**src/rtl/seq_adder_n_if.sv**
```systemverilog
// Handshake bundle for seq_adder_n: request side (start/operands) and
// completion side (busy/done/result flags).
interface seq_adder_n_if #(
  parameter int unsigned WIDTH = 8
);
  logic             start;
  logic [WIDTH-1:0] a;
  logic [WIDTH-1:0] b;
  logic             cin;
  logic             sub;
  logic             busy;
  logic             done;
  logic [WIDTH-1:0] sum;
  logic             cout;
  logic             ovf;

  modport master (
    output start, a, b, cin, sub,
    input  busy, done, sum, cout, ovf
  );

  modport slave (
    input  start, a, b, cin, sub,
    output busy, done, sum, cout, ovf
  );
endinterface

```
**src/rtl/seq_adder_n.sv**
```systemverilog
// Digit-serial adder/subtractor: WIDTH-bit add or subtract, DIGIT bits per
// clock LSB first, start/busy/done handshake with a registered result.
module seq_adder_n #(
  parameter int unsigned WIDTH = 8,
  parameter int unsigned DIGIT = 1
) (
  input  logic         clk,
  input  logic         rst_n,
  seq_adder_n_if.slave bus
);

  localparam int unsigned NDIG = WIDTH / DIGIT;
  localparam int unsigned CW   = (NDIG > 1) ? $clog2(NDIG) : 1;
  localparam int unsigned DW   = DIGIT + 1;

  typedef enum logic {
    S_IDLE = 1'b0,
    S_RUN  = 1'b1
  } state_t;

  state_t           r_state;
  state_t           w_state_nxt;

  logic [WIDTH-1:0] r_opa;
  logic [WIDTH-1:0] r_opb;
  logic [WIDTH-1:0] r_res;
  logic [WIDTH-1:0] r_sum;
  logic [CW-1:0]    r_cnt;
  logic             r_carry;
  logic             r_cout;
  logic             r_ovf;
  logic             r_done;

  logic [WIDTH-1:0] w_opa_nxt;
  logic [WIDTH-1:0] w_opb_nxt;
  logic [WIDTH-1:0] w_res_nxt;
  logic [WIDTH-1:0] w_sum_nxt;
  logic [CW-1:0]    w_cnt_nxt;
  logic             w_carry_nxt;
  logic             w_cout_nxt;
  logic             w_ovf_nxt;
  logic             w_done_nxt;

  logic [DIGIT:0]   w_dsum;
  logic [WIDTH-1:0] w_res_shift;
  logic             w_last;
  logic             w_c_msb;

  // One digit of the ripple, plus the carry that entered its top bit.
  assign w_dsum      = {1'b0, r_opa[DIGIT-1:0]} + {1'b0, r_opb[DIGIT-1:0]} + DW'(r_carry);
  assign w_c_msb     = w_dsum[DIGIT-1] ^ r_opa[DIGIT-1] ^ r_opb[DIGIT-1];
  assign w_res_shift = (r_res >> DIGIT) | (WIDTH'(w_dsum[DIGIT-1:0]) << (WIDTH - DIGIT));
  assign w_last      = (r_cnt == CW'(NDIG - 1));

  always_ff @(posedge clk or negedge rst_n) begin
    if (!rst_n) begin
      r_state <= S_IDLE;
    end else begin
      r_state <= w_state_nxt;
    end
  end

  always_comb begin
    w_state_nxt = r_state;
    unique case (r_state)
      S_IDLE:  if (bus.start) w_state_nxt = S_RUN;
      S_RUN:   if (w_last)    w_state_nxt = S_IDLE;
      default: w_state_nxt = S_IDLE;
    endcase
  end

  // Subtraction is A + ~B + ~cin, so B is inverted and the carry seeded here.
  always_comb begin
    w_opa_nxt   = r_opa;
    w_opb_nxt   = r_opb;
    w_res_nxt   = r_res;
    w_sum_nxt   = r_sum;
    w_cnt_nxt   = r_cnt;
    w_carry_nxt = r_carry;
    w_cout_nxt  = r_cout;
    w_ovf_nxt   = r_ovf;
    w_done_nxt  = 1'b0;
    unique case (r_state)
      S_IDLE: begin
        if (bus.start) begin
          w_opa_nxt   = bus.a;
          w_opb_nxt   = bus.sub ? ~bus.b : bus.b;
          w_carry_nxt = bus.cin ^ bus.sub;
          w_cnt_nxt   = '0;
        end
      end
      S_RUN: begin
        w_res_nxt   = w_res_shift;
        w_opa_nxt   = r_opa >> DIGIT;
        w_opb_nxt   = r_opb >> DIGIT;
        w_carry_nxt = w_dsum[DIGIT];
        w_cnt_nxt   = r_cnt + CW'(1);
        if (w_last) begin
          w_sum_nxt  = w_res_shift;
          w_cout_nxt = w_dsum[DIGIT];
          w_ovf_nxt  = w_c_msb ^ w_dsum[DIGIT];
          w_done_nxt = 1'b1;
        end
      end
      default: ;
    endcase
  end

  always_ff @(posedge clk or negedge rst_n) begin
    if (!rst_n) begin
      r_opa   <= '0;
      r_opb   <= '0;
      r_res   <= '0;
      r_sum   <= '0;
      r_cnt   <= '0;
      r_carry <= 1'b0;
      r_cout  <= 1'b0;
      r_ovf   <= 1'b0;
      r_done  <= 1'b0;
    end else begin
      r_opa   <= w_opa_nxt;
      r_opb   <= w_opb_nxt;
      r_res   <= w_res_nxt;
      r_sum   <= w_sum_nxt;
      r_cnt   <= w_cnt_nxt;
      r_carry <= w_carry_nxt;
      r_cout  <= w_cout_nxt;
      r_ovf   <= w_ovf_nxt;
      r_done  <= w_done_nxt;
    end
  end

  assign bus.busy = (r_state == S_RUN);
  assign bus.done = r_done;
  assign bus.sum  = r_sum;
  assign bus.cout = r_cout;
  assign bus.ovf  = r_ovf;

endmodule

```
**src/flat_wrapper.sv**
```systemverilog
// flat-port wrapper written by rule: the top's interface ports become plain ports
module seq_adder_n_flat 
#(
  parameter int unsigned WIDTH = 8,
  parameter int unsigned DIGIT = 1
)
  (clk, rst_n, bus_start, bus_a, bus_b, bus_cin, bus_sub, bus_busy, bus_done, bus_sum, bus_cout, bus_ovf);
  seq_adder_n_if #(.WIDTH(WIDTH)) bus_i ();
  input  logic clk;
  input  logic rst_n;
  input wire logic [$bits(bus_i.start)-1:0] bus_start;
  input wire logic [$bits(bus_i.a)-1:0] bus_a;
  input wire logic [$bits(bus_i.b)-1:0] bus_b;
  input wire logic [$bits(bus_i.cin)-1:0] bus_cin;
  input wire logic [$bits(bus_i.sub)-1:0] bus_sub;
  output wire logic [$bits(bus_i.busy)-1:0] bus_busy;
  output wire logic [$bits(bus_i.done)-1:0] bus_done;
  output wire logic [$bits(bus_i.sum)-1:0] bus_sum;
  output wire logic [$bits(bus_i.cout)-1:0] bus_cout;
  output wire logic [$bits(bus_i.ovf)-1:0] bus_ovf;
  assign bus_i.start = bus_start;
  assign bus_i.a = bus_a;
  assign bus_i.b = bus_b;
  assign bus_i.cin = bus_cin;
  assign bus_i.sub = bus_sub;
  assign bus_busy = bus_i.busy;
  assign bus_done = bus_i.done;
  assign bus_sum = bus_i.sum;
  assign bus_cout = bus_i.cout;
  assign bus_ovf = bus_i.ovf;
  seq_adder_n #(.WIDTH(WIDTH), .DIGIT(DIGIT)) u_core (.clk(clk), .rst_n(rst_n), .bus(bus_i));
endmodule
```
**config.mk**
```make
export PLATFORM = sky130hd
export DESIGN_NAME = seq_adder_n_flat
export DESIGN_NICKNAME = d
export VERILOG_FILES = /design/src/rtl/seq_adder_n_if.sv /design/src/rtl/seq_adder_n.sv /design/src/flat_wrapper.sv
export SDC_FILE = /design/constraint.sdc
export NUM_CORES = 1
export LEC_CHECK = 0
export ABC_CLOCK_PERIOD_IN_PS = 4400
export BUFFER_PORTS_ARGS = -buffer_cell sky130_fd_sc_hd__buf_2
export CORE_UTILIZATION = 45
export CTS_CLUSTER_DIAMETER = 60
export DETAILED_ROUTE_END_ITERATION = 12
export PLACE_DENSITY = 0.74
export SYNTH_ARGS = -nofsm -noshare
export SYNTH_HDL_FRONTEND = slang
export SYNTH_SLANG_ARGS = --single-unit
```
**constraint.sdc**
```tcl
create_clock -name clk -period 4.4 [get_ports clk]
set_input_delay 0.66 -clock clk [delete_from_list [all_inputs] [get_ports clk]]
set_output_delay 0.66 -clock clk [all_outputs]
set_load 0.02 [all_outputs]
```
### Yosys cells after proc, flatten, opt, wreduce, memory -nomap -nowiden

Index checks and enable logic that the tools add are counted.
W data, S select, Z words.

* memories: 0
* word-level logic and storage cells: 37
* output and inout port bits: 12
* flip-flop bits (word level): 40
* latch bits: 0
* memory bits (read-only): 0
* memory bits (writable): 0
* bits of input ports: 21

* bitwise logic cells: 7
* eq/ne operators: 2
* $mul: 0
* multiplexer cells: 14
* order comparisons: 0
* reductions and logical operators: 1
* div/mod/pow operators: 0
* add/sub/neg operators: 3
* shift-type cells: 0

Operators with widths (count)
* $pmux W8 S2: 2
* $mux W8: 3
* $not A8 Y8: 1
* $or A7 B8 Y8: 1
* $pmux W3 S2: 1
* $mux W1: 5
* $pmux W1 S2: 2
* $xor A1 B1 Y1: 4
* $add A3 B1 Y3 const B: 1
* $eq A3 B3 Y1 const B: 1
* $mux W3: 1
* $add A1 B1 Y2: 1
* $add A2 B1 Y2: 1
* $ne A2 B2 Y1 const B: 1
* $reduce_and A2 Y1: 1
* $not A1 Y1: 1

### Logic depth before layout (Yosys ltp)

Gate-level depths: netlist of run 1.

* depth in word-level cells: 5
* gate-level depth with buffers: 6
* gate-level depth less buffers: 5

### Least setup slack after synthesis of run 1

Ideal clock, no wire load.

* path kind: reg-to-reg
* start point: register u_core.r_carry
* end point: register u_core.r_ovf (netlist: u_core.bus.ovf)
* period minus slack after synthesis: 1.412 ns
* arrival: 1.285 ns
* cell stages (with the launch flop): 5
* path slack: 2.988 ns
* required time: 4.273 ns
* library setup time: 0.127 ns
* buffers on the path: 0
* cells stage by stage: dfrtp_1 fa_1 xnor2_1 xnor2_1 o21ai_0

* longest elaborated chain between the ends: 4

Ends and longest elaborated chain
* start: declaration: line seq_adder_n.sv:29 `logic r_carry;`
* start signal: assignment: line seq_adder_n.sv:126 `r_carry <= w_carry_nxt;`
* $add A2 B1 Y2: line seq_adder_n.sv:50 `assign w_dsum = {1'b0, r_opa[DIGIT-1:0]} + {1'b0, r_opb[DIGIT-1:0]} + DW'(r_carry);`
* via u_core.w_dsum[0]: line seq_adder_n.sv:44 `logic [DIGIT:0] w_dsum;`
* $xor A1 B1 Y1 (2 in series): line seq_adder_n.sv:51 `assign w_c_msb = w_dsum[DIGIT-1] ^ r_opa[DIGIT-1] ^ r_opb[DIGIT-1];`
* $xor A1 B1 Y1: line seq_adder_n.sv:101 `w_ovf_nxt = w_c_msb ^ w_dsum[DIGIT];`
* end signal: assignment: line seq_adder_n.sv:128 `r_ovf <= w_ovf_nxt;`
* end: declaration: line seq_adder_n.sv:31 `logic r_ovf;`

The timed path passes the listed nets, and every way through them passes these cells.
A chain may end at the register's enable or synchronous reset.

### Final worst setup path of run 1

* start point: register u_core.r_state (netlist: u_core.bus.busy)
* end point: output bus_busy

RTL lines
* start: declaration: line seq_adder_n.sv:21 `state_t r_state;`
* start signal: assignment: line seq_adder_n.sv:59 `r_state <= w_state_nxt;`
* end: declaration: line flat_wrapper.sv:16 `output wire logic [$bits(bus_i.busy)-1:0] bus_busy;`

No word-level cell between the ends.

==> summary.md, run 1 <==
| Metric | Value |
|---|---|
| Worst Reg-to-Reg Cells | `4` |
| Post-DP HPWL | `1950 µm` |
| Layout cells sized above 1 | `34.3%` |
| CP Max Fanout | `45` |
| Fmax | `532 MHz` |
| Adder-cell share of the synthesized area | `~2.5%` |
| Clock sinks | `39` |
| Ant. Diodes | `0` |
| Main combinational cell family by area after synthesis | `multiplexers` |
| Net Count, Synth | `~160` |
| Final setup vio count | `0` |
| Tightest Pin Transition | `0.839 ns` |
| Clock Tree Buf Depth | `2` |
| VDD IR max | `0.414 mV` |
| Root Driver | `clkbuf_8` |
| Area delta synth->final | `14.1%` |
| Setup TNS | `0 ns` |
| Simple logic cell fraction of the synthesized area | `4.86%` |
| Final nets | `about 190` |
| Lkg Pwr | `1.03 nW` |
| Internal power | `0.915 mW` |
| Mean Syn Cell Area | `13.0 µm²` |
| Fin. Hold Viols | `0` |
| Global-route wire length before repair | `5030 µm` |
| Core Area | `0.00372 mm²` |
| # rows | `22` |
| Post-cts gate resize count | `0` |
| Yosys Warn Count | `0` |
| RSZ-0062 raised after global routing | `no` |
| Critical setup path kind | `register to output pin` |
| # fillers | `343` |
| Total die area | `0.00420 mm²` |
| DR WL/cell | `12.9 µm` |
| Post-Synth XOR/XNOR Area | `5.92%` |
| Worst Path Required | `~3.7 ns` |
| Via count | `1059` |
| Die Span X | `64.8 µm` |
| Fin Hold WS | `0.477 ns` |
| Sequential-to-total area share from yosys stat | `a little over half` |
| GRT Util Overall | `16.0%` |
| CTS H-Tree Depth | `2` |
| Startpoint types | `register` |
| Net Sw Frac | `33.4%` |
| # DRC | `0` |
| Antenna-violating nets left | `0` |
| Final Util | `54.5%` |
| I/O Buffers | `32` |
| Crit path DAT | `1.22 ns` |
| Final period utilization | `42.8%` |
| Tot Pwr | `1.37 mW` |
| TritonCTS Buffers | `5` |
| Max-slew violation count | `0` |
| Count of cell types in the netlist | `20` |
| Initial antenna violation count | `0` |
| Multiplexer area fraction after synthesis | `21.3%` |
| DRT iter0 DRCs | `28` |
| Starting density of the core | `47.8%` |
| Clk slew on worst S/H paths | `0.07 ns` |
| Max transition margin | `44.1%` |
| FF+latch count, synth | `39` |
| Switching power | `0.459 mW` |
| CTS tree | `yes` |
| PD cells | `about 680 mW/mm²` |
| CP endpoint kind | `output pin` |
| Die height | `64.8 µm` |
| Status | `finished clean` |
| Congestion Overflow GR | `0` |
| Post-Syn Instances | `137` |
| Clock skew | `0.00495 ns` |
| Vias per cell | `4.88` |
| Top-level I/O count | `33` |
| Vias in the first global route | `about 1100` |
| Mapped cell area | `0.00178 mm²` |
| Fin crit period | `between 1.5 and 2 ns` |
| Maxcap violations | `0` |
| CTS Hold Bufs | `0` |
| Largest net degree at the start of global routing | `46` |
| Seq pwr share | `43.5%` |
| Reg-to-Reg Start | `u_core.r_opb[0]` |
| GP Congestion | `0.681` |
| Total wire length | `2800 µm` |
| Clock power frac | `18.8%` |
| Synth Area in Compound Gates | `5.92%` |
| Comb pwr share | `37.7%` |
| Worst hold path type | `input port to async pin` |
| Critical path startpoint | `u_core.bus.busy` |
| Setup Fix Bufs, Post-CTS | `0` |
| Worst skew pair latency | `just under 0.3 ns` |
| Drt pass-1 iters | `4` |
## state kept, by name, indices dropped and copies added, names as in the netlist
signal and cells:
u_core.bus.done 1, u_core.r_opa 8, u_core.bus.cout 1, u_core.bus.busy 1, u_core.r_opb 8, u_core.bus.ovf 1, u_core.r_cnt 3, u_core.r_res 7
u_core.bus.sum 8, u_core.r_carry 1
## through the flow
step	cells	setup slack, ns	cell area (µm²)
floorplan	137	2.99	1780
global placement	209	2.78	1930
detailed placement	209	2.76	1930
CTS	217	2.51	2030
global route	217	2.44	2030
finish	217	2.52	2030
## power groups by stage
stage | Sequential, mW | Clock, mW | Combinational (mW)
global placement | 0.595 | 0 | 0.510
CTS | 0.599 | 0.265 | 0.529
detailed placement | 0.605 | 0 | 0.527
global route | 0.616 | 0.282 | 0.581
finish | 0.597 | 0.258 | 0.518
floorplan | 0.643 | 0 | 0.375
## path summary, 6_finish.rpt
| path | to | slack, ns |
|---|---|---|
| max | bus_busy | 2.52 |
| min | u_core.r_res[1] | 0.48 |
| max reg2reg | u_core.bus.ovf | 2.91 |
| min reg2reg | u_core.r_opb[5] | 0.49 |
| max in group asynchronous | u_core.bus.cout | 3.40 |
| min in group clk | u_core.r_opb[5] | 0.49 |
## placed cells by master (no fill, tap or decap), drive strengths merged
cell type and instances:
buf 33, nand2 17, fa 1, xor2 8, xnor2 4, mux2i 16
mux2 17, inv 1, a22o 2, nor2 4, a211oi 1, ha 2
dfrtp 39, clkbuf 8, o21ai 16
## cells in the mapped netlist (all sizes together)
master   n  area, µm²
buf      8       73.8
nor2     4       15.0
inv      1       3.75
fa       1       20.0
a211oi   1       7.51
dfrtp   39        976
ha       2       25.0
xnor2    4       35.0
clkbuf   1       3.75
a22o     2       17.5
o21ai   16       80.1
nand2   17       71.3
mux2i   16        160
xor2     8       70.1
mux2    17        218
## per-layer routing
layer | vias to the layer above | track usage, % | share of wire [%]
met3 | 5 | 3.52 | 4.3
met5 | - | 0 | 0
li1 | 522 | - | -
met2 | 19 | 25.9 | 48
met4 | 0 | 9.17 | 1.7
met1 | 513 | 19.5 | 46
## worst max-delay path, cell delays in order, from the launching register on
cell and delay, ns:
dfrtp_1 0.32, buf_4 0.37, buf_2 0.24
## area by class of cell
class	count	area [µm²]	area share, %
sequential	39	976	48.1
multi-input combinational	88	719	35.5
timing repair buffer	33	168	8.27
clock buffer	8	100	4.94
tap	48	60.1	2.96
inverter	1	3.75	0.185
## kinds of logic after synthesis
logic type	after synthesis
buf+inv	10
xor+xnor	12
mux	33
fa+ha+maj	3
flops	39
compound gates	19
simple gates	21
(Power assumes the default switching activity.)
==> run 2, diff against run 1 <==
--- a/config.mk
+++ b/config.mk
@@ -5,7 +5,8 @@
 export SDC_FILE = /design/constraint.sdc
 export NUM_CORES = 1
 export LEC_CHECK = 0
-export ABC_CLOCK_PERIOD_IN_PS = 4400
+export ABC_AREA = 1
+export ABC_CLOCK_PERIOD_IN_PS = 1900
 export BUFFER_PORTS_ARGS = -buffer_cell sky130_fd_sc_hd__buf_2
 export CORE_UTILIZATION = 45
 export CTS_CLUSTER_DIAMETER = 60
==> constraint.sdc (replaced) <==
create_clock -name clk -period 1.9 [get_ports clk]
set_input_delay 0.285 -clock clk [delete_from_list [all_inputs] [get_ports clk]]
set_output_delay 0.285 -clock clk [all_outputs]
set_load 0.02 [all_outputs]
==> run 2 against run 1 <==
The run now ends with design-rule violations left. Clock skew barely moved. Combinational power grew 140%. Critical path depth grew 4. Sequential share of layout area is 0.57 points higher. Critical path type is now register to register.
==> summary.md, run 2 <==
| Metric | Value |
|---|---|
| Largest cells by area after synthesis | `dfrtp_1 (57%), nand2_1 (11%), o21ai_0 (5.5%)` |
| Worst Path Required | `2.11 ns (-1.63 ns)` |
| Total die area | `0.00407 mm² (-3.2%)` |
| Via count | `1233 (+16%)` |
| DRT iter0 DRCs | `36 (+29%)` |
| VDD IR max | `0.593 mV (+43%)` |
| Startpoint types | `register` |
| Final setup vio count | `0 (unchanged)` |
| Tightest Pin Transition | `0.470 ns (-0.370 ns)` |
| Vias in the first global route | `1255 (+10%)` |
| Vias per cell | `4.72 (-3.2%)` |
| Worst Reg-to-Reg Cells | `6 (+2)` |
| Max-slew violation count | `0 (unchanged)` |
| Mean Syn Cell Area | `9.76 µm² (-25%)` |
| Critical path startpoint | `u_core.r_cnt[0]` |
| Internal power | `1.93 mW (+110%)` |
| Lkg Pwr | `1.01 nW (-2.0%)` |
| Antenna-violating nets left | `0 (unchanged)` |
| Die Span X | `63.8 µm (-1.6%)` |
| CP Max Fanout | `13 (-71%)` |
| Post-DP HPWL | `2100 µm (+8.0%)` |
| Max transition margin | `68.7% (+25 points)` |
| TritonCTS Buffers | `5 (unchanged)` |
| Main synth FF type | `dfrtp_1` |
| RSZ-0062 raised after global routing | `no` |
| Clock power frac | `16.7% (-2.1 points)` |
| Layout cells sized above 1 | `23.5% (-11 points)` |
| CTS tree | `yes` |
| Starting density of the core | `46.9% (-0.89 points)` |
| Largest net degree at the start of global routing | `40 (-13%)` |
| Clock skew | `0.00493 ns (-0.0000196 ns)` |
| DR WL/cell | `11.3 µm (-13%)` |
| Net Count, Synth | `200 (+24%)` |
| Clk slew on worst S/H paths | `0.07 ns (about the same)` |
| Fin crit period | `1.48 ns` |
| Critical setup path kind | `register to register` |
| Congestion Overflow GR | `0 (unchanged)` |
| # rows | `22 (unchanged)` |
| Total wire length | `2940 µm (+5.1%)` |
| Die height | `63.8 µm (-1.6%)` |
| FF+latch count, synth | `39 (unchanged)` |
| Area delta synth->final | `16.6%` |
| Count of cell types in the netlist | `23 (+15%)` |
| Post-cts gate resize count | `0 (unchanged)` |
| Worst hold path type | `input port to async pin` |
| Worst skew pair latency | `0.29 ns (about the same)` |
| Yosys top cell area share | `56.8% (+1.9 points)` |
| Post-route setup slack | `0.417 ns (-2.10 ns)` |
| Final nets | `236 (+23%)` |
| Synth top cells by count | `nand2_1 (49), dfrtp_1 (39), o21ai_0 (19)` |
| Most common cell after layout, fill and taps aside | `nand2_1` |
| Comb pwr share | `39.1% (+1.4 points)` |
| Fmax | `roughly 670 MHz` |
| I/O Buffers | `32 (unchanged)` |
| CP endpoint kind | `register` |
| Status | `complete, but fails checks` |
| Root Driver | `clkbuf_8` |
| Commonest non-fill, non-tap cells in the layout | `nand2_1 (49), dfrtp_1 (39), buf_2 (32)` |
| Initial antenna violation count | `0 (unchanged)` |
| Yosys Warn Count | `0 (unchanged)` |
| CTS H-Tree Depth | `2 (unchanged)` |
| Placement Cell Area | `0.00192 mm² (-0.26%)` |
| GRT Util Overall | `17.5% (+1.5 points)` |
| Finished Cell Area | `0.00200 mm² (-1.2%)` |
| Ant. Diodes | `0 (unchanged)` |
| Pre-CTS WS | `0.425 ns (-2.33 ns)` |
| PD cells | `1560 mW/mm² (+130%)` |
| Worst R2R Setup Slack | `0.42 ns (-2.49 ns)` |
| Reg-to-Reg Start | `u_core.r_cnt[0]` |
| Core Area | `0.00366 mm² (-1.5%)` |
| Clock Tree Buf Depth | `2 (unchanged)` |
| Failing checks | `design-rule violations` |
| Fin. Hold Viols | `0 (unchanged)` |
| # DRC | `1 (+1)` |
| Mapped cell area | `0.00172 mm² (-3.3%)` |
| Setup TNS | `0 ns (unchanged)` |
| Global-route wire length before repair | `5380 µm (+6.9%)` |
| Sequential-to-total area share from yosys stat | `56.8% (+1.9 points)` |
| Switching power | `1.21 mW (+160%)` |
| # fillers | `347 (+1.2%)` |
| EDFF count, synth | `0 (unchanged)` |
| CTS Hold Bufs | `0 (unchanged)` |
| Maxcap violations | `0 (unchanged)` |
| Drt pass-1 iters | `8 (+4)` |
| Final period utilization | `78.1%` |
| Top-level I/O count | `33 (unchanged)` |
| Seq pwr share | `44.1% (+0.6 points)` |
| Tot Pwr | `3.13 mW (+130%)` |
| Net Sw Frac | `38.5% (+5.1 points)` |
| Worst R2R End | `u_core.bus.sum[0]` |
| Crit path DAT | `1.69 ns (+0.47 ns)` |
| Post-Syn Instances | `176 (+28%)` |
| GP Congestion | `0.749 (+10%)` |
| Async S/R FF share, synth | `100% (unchanged)` |
| Clock sinks | `39 (unchanged)` |
| Count leader, synth | `nand2_1` |
| Post-synth top area cell | `dfrtp_1` |
| Setup Fix Bufs, Post-CTS | `0 (unchanged)` |
## run 2: cell count changes in the layout (fill, tap and decap cells not counted), sizes merged, moves of 2 or more
cell and change:
nand2 +33, xnor2 +5, inv +16, mux2 -17, buf +4, a22oi +9
xor2 -8, mux2i -16, o21ai +10, o211ai +2, nand3 +5
## run 2: final cells by class
cell class / instances / area, µm² / share of cell area [%]
timing repair buffer: 37 / 198 / 9.87
tap: 48 / 60.1 / 3.00
clock inverter: 1 / 5.00 / 0.250
sequential: 39 / 976 / 48.7
clock buffer: 7 / 76.3 / 3.81
inverter: 17 / 63.8 / 3.19
multi-input combinational: 112 / 624 / 31.2
## run 2: worst max-delay path by stage
stage / to / slack [ns] / cells after the start
6_report: u_core.bus.sum[0] / 0.42 / 6
4_1_cts: u_core.bus.sum[0] / 0.41 / 6
5_1_grt: u_core.bus.sum[0] / 0.28 / 6
3_5_place_dp: u_core.bus.sum[3] / 0.42 / 5
2_1_floorplan: u_core.bus.ovf / 0.53 / 7
3_3_place_gp: u_core.bus.ovf / 0.48 / 7
## run 2: metrics by stage
| step | utilization (%) | instances | hold slack [ns] |
|---|---|---|---|
| after CTS | 54.7 | 261 | 0.0481 |
| final | 54.7 | 261 | 0.0331 |
| after global routing | 54.7 | 261 | 0.0662 |
| after global placement | 52.5 | 253 | 0.358 |
| after detailed placement | 52.5 | 253 | 0.365 |
| after floorplan | - | 176 | -0.0106 |
## run 2: power groups by stage
stage | clock (mW) | sequential (mW) | combinational, mW
floorplan | 0 | 1.48 | 0.834
finish | 0.525 | 1.38 | 1.23
detailed placement | 0 | 1.39 | 1.26
CTS | 0.545 | 1.38 | 1.26
global placement | 0 | 1.39 | 1.21
global route | 0.575 | 1.42 | 1.45
## run 2: cell families after synthesis
kind of cell    after synthesis  synth area share, %
fa+ha+maj                     3                 2.62
flops                        39                 56.8
buf+inv                      25                 6.85
xor+xnor                      9                 4.59
simple gates                 59                 14.1
compound gates               41                 15.0
## run 2: routing by layer
metal  up-vias  share of wire, %  GRT usage (%)
met3         7               4.4           4.46
met4         0               2.0           8.81
li1        643                 -              -
met5         -                 0              0
met1       554                46           20.2
met2        29                48           29.9
## run 2: critical path: stages, from the launching register on
cell     delay (ns)
dfrtp_1        0.40
ha_1           0.20
ha_1           0.17
nand2_1        0.29
buf_4          0.22
nand2_1        0.06
o21ai_0        0.07
==> run 3, diff against run 2 <==
--- a/config.mk
+++ b/config.mk
@@ -6,12 +6,12 @@
 export NUM_CORES = 1
 export LEC_CHECK = 0
 export ABC_AREA = 1
-export ABC_CLOCK_PERIOD_IN_PS = 1900
+export ABC_CLOCK_PERIOD_IN_PS = 1200
 export BUFFER_PORTS_ARGS = -buffer_cell sky130_fd_sc_hd__buf_2
 export CORE_UTILIZATION = 45
 export CTS_CLUSTER_DIAMETER = 60
 export DETAILED_ROUTE_END_ITERATION = 12
-export PLACE_DENSITY = 0.74
+export PLACE_DENSITY = 0.77
 export SYNTH_ARGS = -nofsm -noshare
 export SYNTH_HDL_FRONTEND = slang
 export SYNTH_SLANG_ARGS = --single-unit
==> constraint.sdc (replaced) <==
create_clock -name clk -period 1.2 [get_ports clk]
set_input_delay 0.18 -clock clk [delete_from_list [all_inputs] [get_ports clk]]
set_output_delay 0.18 -clock clk [all_outputs]
set_load 0.02 [all_outputs]
==> run 3 against run 2 <==
The run ends with negative setup slack left. Routed wire length up 14%. Sequential share of layout area down 6.1 points. Core utilization up 8.0 points. Hold slack better by 0.065 ns. Via count grew 9.9%. Critical path depth increased by 1. Clock power is 66% higher. Register-to-register slack worse by 0.70 ns. Global-route usage up 1.1 points. Worst setup slack worse by 0.70 ns. Die area is the same. Critical endpoint is now u_core.bus.ovf. Highest routed layer unchanged.
==> summary.md, run 3 (same netlist as run 2, synthesis figures left out) <==
| Metric | Value |
|---|---|
| Critical setup path kind | `register to register` |
| Failing checks | `negative setup slack` |
| Post-route setup slack | `-0.279 ns (-0.696 ns)` |
| Via count | `1355 (+9.9%)` |
| Tightest Pin Transition | `0.245 ns (-0.224 ns)` |
| Most common cell after layout, fill and taps aside | `nand2_1` |
| Layout cells sized above 1 | `38.8% (+15 points)` |
| Cells along the critical path | `fa_2, nand2_2, inv_2, nor2_2, nand2_1, nand3_2, nand2_1` |
| Commonest non-fill, non-tap cells in the layout | `nand2_1 (42), dfrtp_1 (38), buf_2 (31)` |
| Total die area | `0.00407 mm² (unchanged)` |
| Clock power frac | `14.6% (-2.1 points)` |
| Die Span X | `63.8 µm (unchanged)` |
| RSZ-0062 raised after global routing | `yes` |
| Max transition margin | `83.6% (+15 points)` |
| Worst skew pair latency | `0.29 ns (about the same)` |
| Lkg Pwr | `1.14 nW (+13%)` |
| VDD IR max | `0.964 mV (+63%)` |
| Clock sinks | `39 (unchanged)` |
| Core Area | `0.00366 mm² (unchanged)` |
| # DRC | `0 (-1)` |
| Net Sw Frac | `37.8% (-0.77 points)` |
| # rows | `22 (unchanged)` |
| PD cells | `2610 mW/mm² (+67%)` |
| Fin. Hold Viols | `0 (unchanged)` |
| Area delta synth->final | `33.6%` |
| CTS tree | `yes` |
| Post-DP HPWL | `2230 µm (+6.3%)` |
| Worst Path Required | `1.43 ns (-0.68 ns)` |
| Top-level I/O count | `33 (unchanged)` |
| Final setup vio count | `3 (+3)` |
| Internal power | `3.72 mW (+93%)` |
| Starting density of the core | `46.9% (unchanged)` |
| Die height | `63.8 µm (unchanged)` |
| Seq pwr share | `36.6% (-7.5 points)` |
| Global-route wire length before repair | `5800 µm (+7.8%)` |
| # fillers | `303 (-13%)` |
| Antenna-violating nets left | `0 (unchanged)` |
| Status | `complete, but fails checks` |
| CTS H-Tree Depth | `2 (unchanged)` |
| Final Util | `62.7% (+8.0 points)` |
| Ant. Diodes | `0 (unchanged)` |
| Startpoint types | `register` |
| DRT iter0 DRCs | `83 (+130%)` |
| Total wire length | `3360 µm (+14%)` |
| Max-slew violation count | `0 (unchanged)` |
| Worst path most repeated cell | `nand2_1` |
| Switching power | `2.26 mW (+87%)` |
| Largest net degree at the start of global routing | `40 (unchanged)` |
| Slowest-stage cell, CP | `fa_2` |
| DR WL/cell | `12.0 µm (+6.6%)` |
| Crit path DAT | `1.71 ns (+0.02 ns)` |
| Clock Tree Buf Depth | `2 (unchanged)` |
| CP endpoint kind | `register` |
| Final period utilization | `123% (+45 points)` |
| I/O Buffers | `32 (unchanged)` |
| Vias per cell | `4.84 (+2.4%)` |
| Congestion Overflow GR | `0 (unchanged)` |
| Setup TNS | `-0.510 ns (-0.510 ns)` |
| Final nets | `256 (+8.5%)` |
| Clk slew on worst S/H paths | `0.07 ns (about the same)` |
| Max stage delay on crit path | `0.64 ns (+0.24 ns)` |
| Initial antenna violation count | `0 (unchanged)` |
| Fin crit period | `1.48 ns (-0.00409 ns)` |
| GRT Util Overall | `18.6% (+1.1 points)` |
| Fmax | `676 MHz (+0.28%)` |
| Maxcap violations | `0 (unchanged)` |
| GP Congestion | `0.695 (-7.1%)` |
| Worst hold path type | `input port to register` |
| Clock skew | `0.00591 ns (+0.000980 ns)` |
| CP Max Fanout | `4 (-9)` |
| Drt pass-1 iters | `6 (-2)` |
| Root Driver | `clkbuf_8` |
| Comb pwr share | `48.8% (+9.7 points)` |
| Vias in the first global route | `1381 (+10%)` |
| TritonCTS Buffers | `5 (unchanged)` |
run 3: worst max-delay path, delay by kind of cell, from the launching register on:
kind	cells	cell delay (ns)
flip-flops	1	0.41
AND/OR/NAND/NOR	5	0.32
buffers and inverters	1	0.05
adder cells (fa/ha/maj)	1	0.64
run 3: power groups by stage:
stage / Combinational (mW) / Clock [mW] / Sequential (mW)
2_1_floorplan: 1.33 / 0 / 2.35
3_3_place_gp: 2.17 / 0 / 2.17
3_5_place_dp: 2.26 / 0 / 2.19
4_1_cts: 2.32 / 0.912 / 2.19
5_1_grt: 3.28 / 0.962 / 2.26
6_report: 2.92 / 0.873 / 2.19
run 3: path summary, 6_finish.rpt:
path                              startpoint                 to  slack (ns)  cells after the start
min in group asynchronous              rst_n    u_core.r_res[2]        0.39                      3
max in group asynchronous              rst_n    u_core.bus.busy        0.62                      3
hold / removal                      bus_a[2]    u_core.r_opa[2]         0.1                      3
setup / recovery             u_core.r_opa[0]     u_core.bus.ovf       -0.28                      7
setup reg to reg             u_core.r_opa[0]     u_core.bus.ovf       -0.28                      7
hold reg to reg            u_core.bus.sum[1]  u_core.bus.sum[1]        0.49                      2
run 3: cell type report:
| class | count | area (µm²) | area share, % |
|---|---|---|---|
| timing repair buffer | 57 | 418 | 18.2 |
| inverter | 17 | 63.8 | 2.78 |
| clock inverter | 1 | 5.00 | 0.218 |
| tap | 48 | 60.1 | 2.62 |
| clock buffer | 6 | 82.6 | 3.60 |
| sequential | 39 | 977 | 42.6 |
| multi-input combinational | 112 | 688 | 30.0 |
run 3: routing by layer:
metal / wire length (µm) / part of all wire, % / global-route usage, %
met4: 8 / 0.24 / 7.39
met1: 1440 / 43 / 21.9
met3: 108 / 3.2 / 5.89
met5: 0 / 0 / 0
met2: 1810 / 54 / 31.5
run 3: what timing repair did:
action	CTS	global route
resized for setup	7	33
setup buffers	0	6
pin swaps	2	12
hold endpoints to repair	39	0
hold buffers	1	0
setup endpoints to repair	13	14
gates cloned	0	1
run 3: metrics by stage:
| step | instance area (µm²) | total power, mW | setup slack, ns | std cells | hold slack (ns) |
|---|---|---|---|---|---|
| 6_report | 2290 | 5.98 | -0.279 | 280 | 0.0981 |
| 5_1_grt | 2290 | 6.51 | -0.377 | 280 | 0.106 |
| 4_1_cts | 2140 | 5.42 | -0.232 | 273 | 0.0834 |
| 3_5_place_dp | 2020 | 4.46 | -0.238 | 265 | 0.164 |
| 3_3_place_gp | 2020 | 4.34 | -0.190 | 265 | 0.161 |
| 2_1_floorplan | 1720 | 3.68 | -0.168 | 176 | -0.116 |
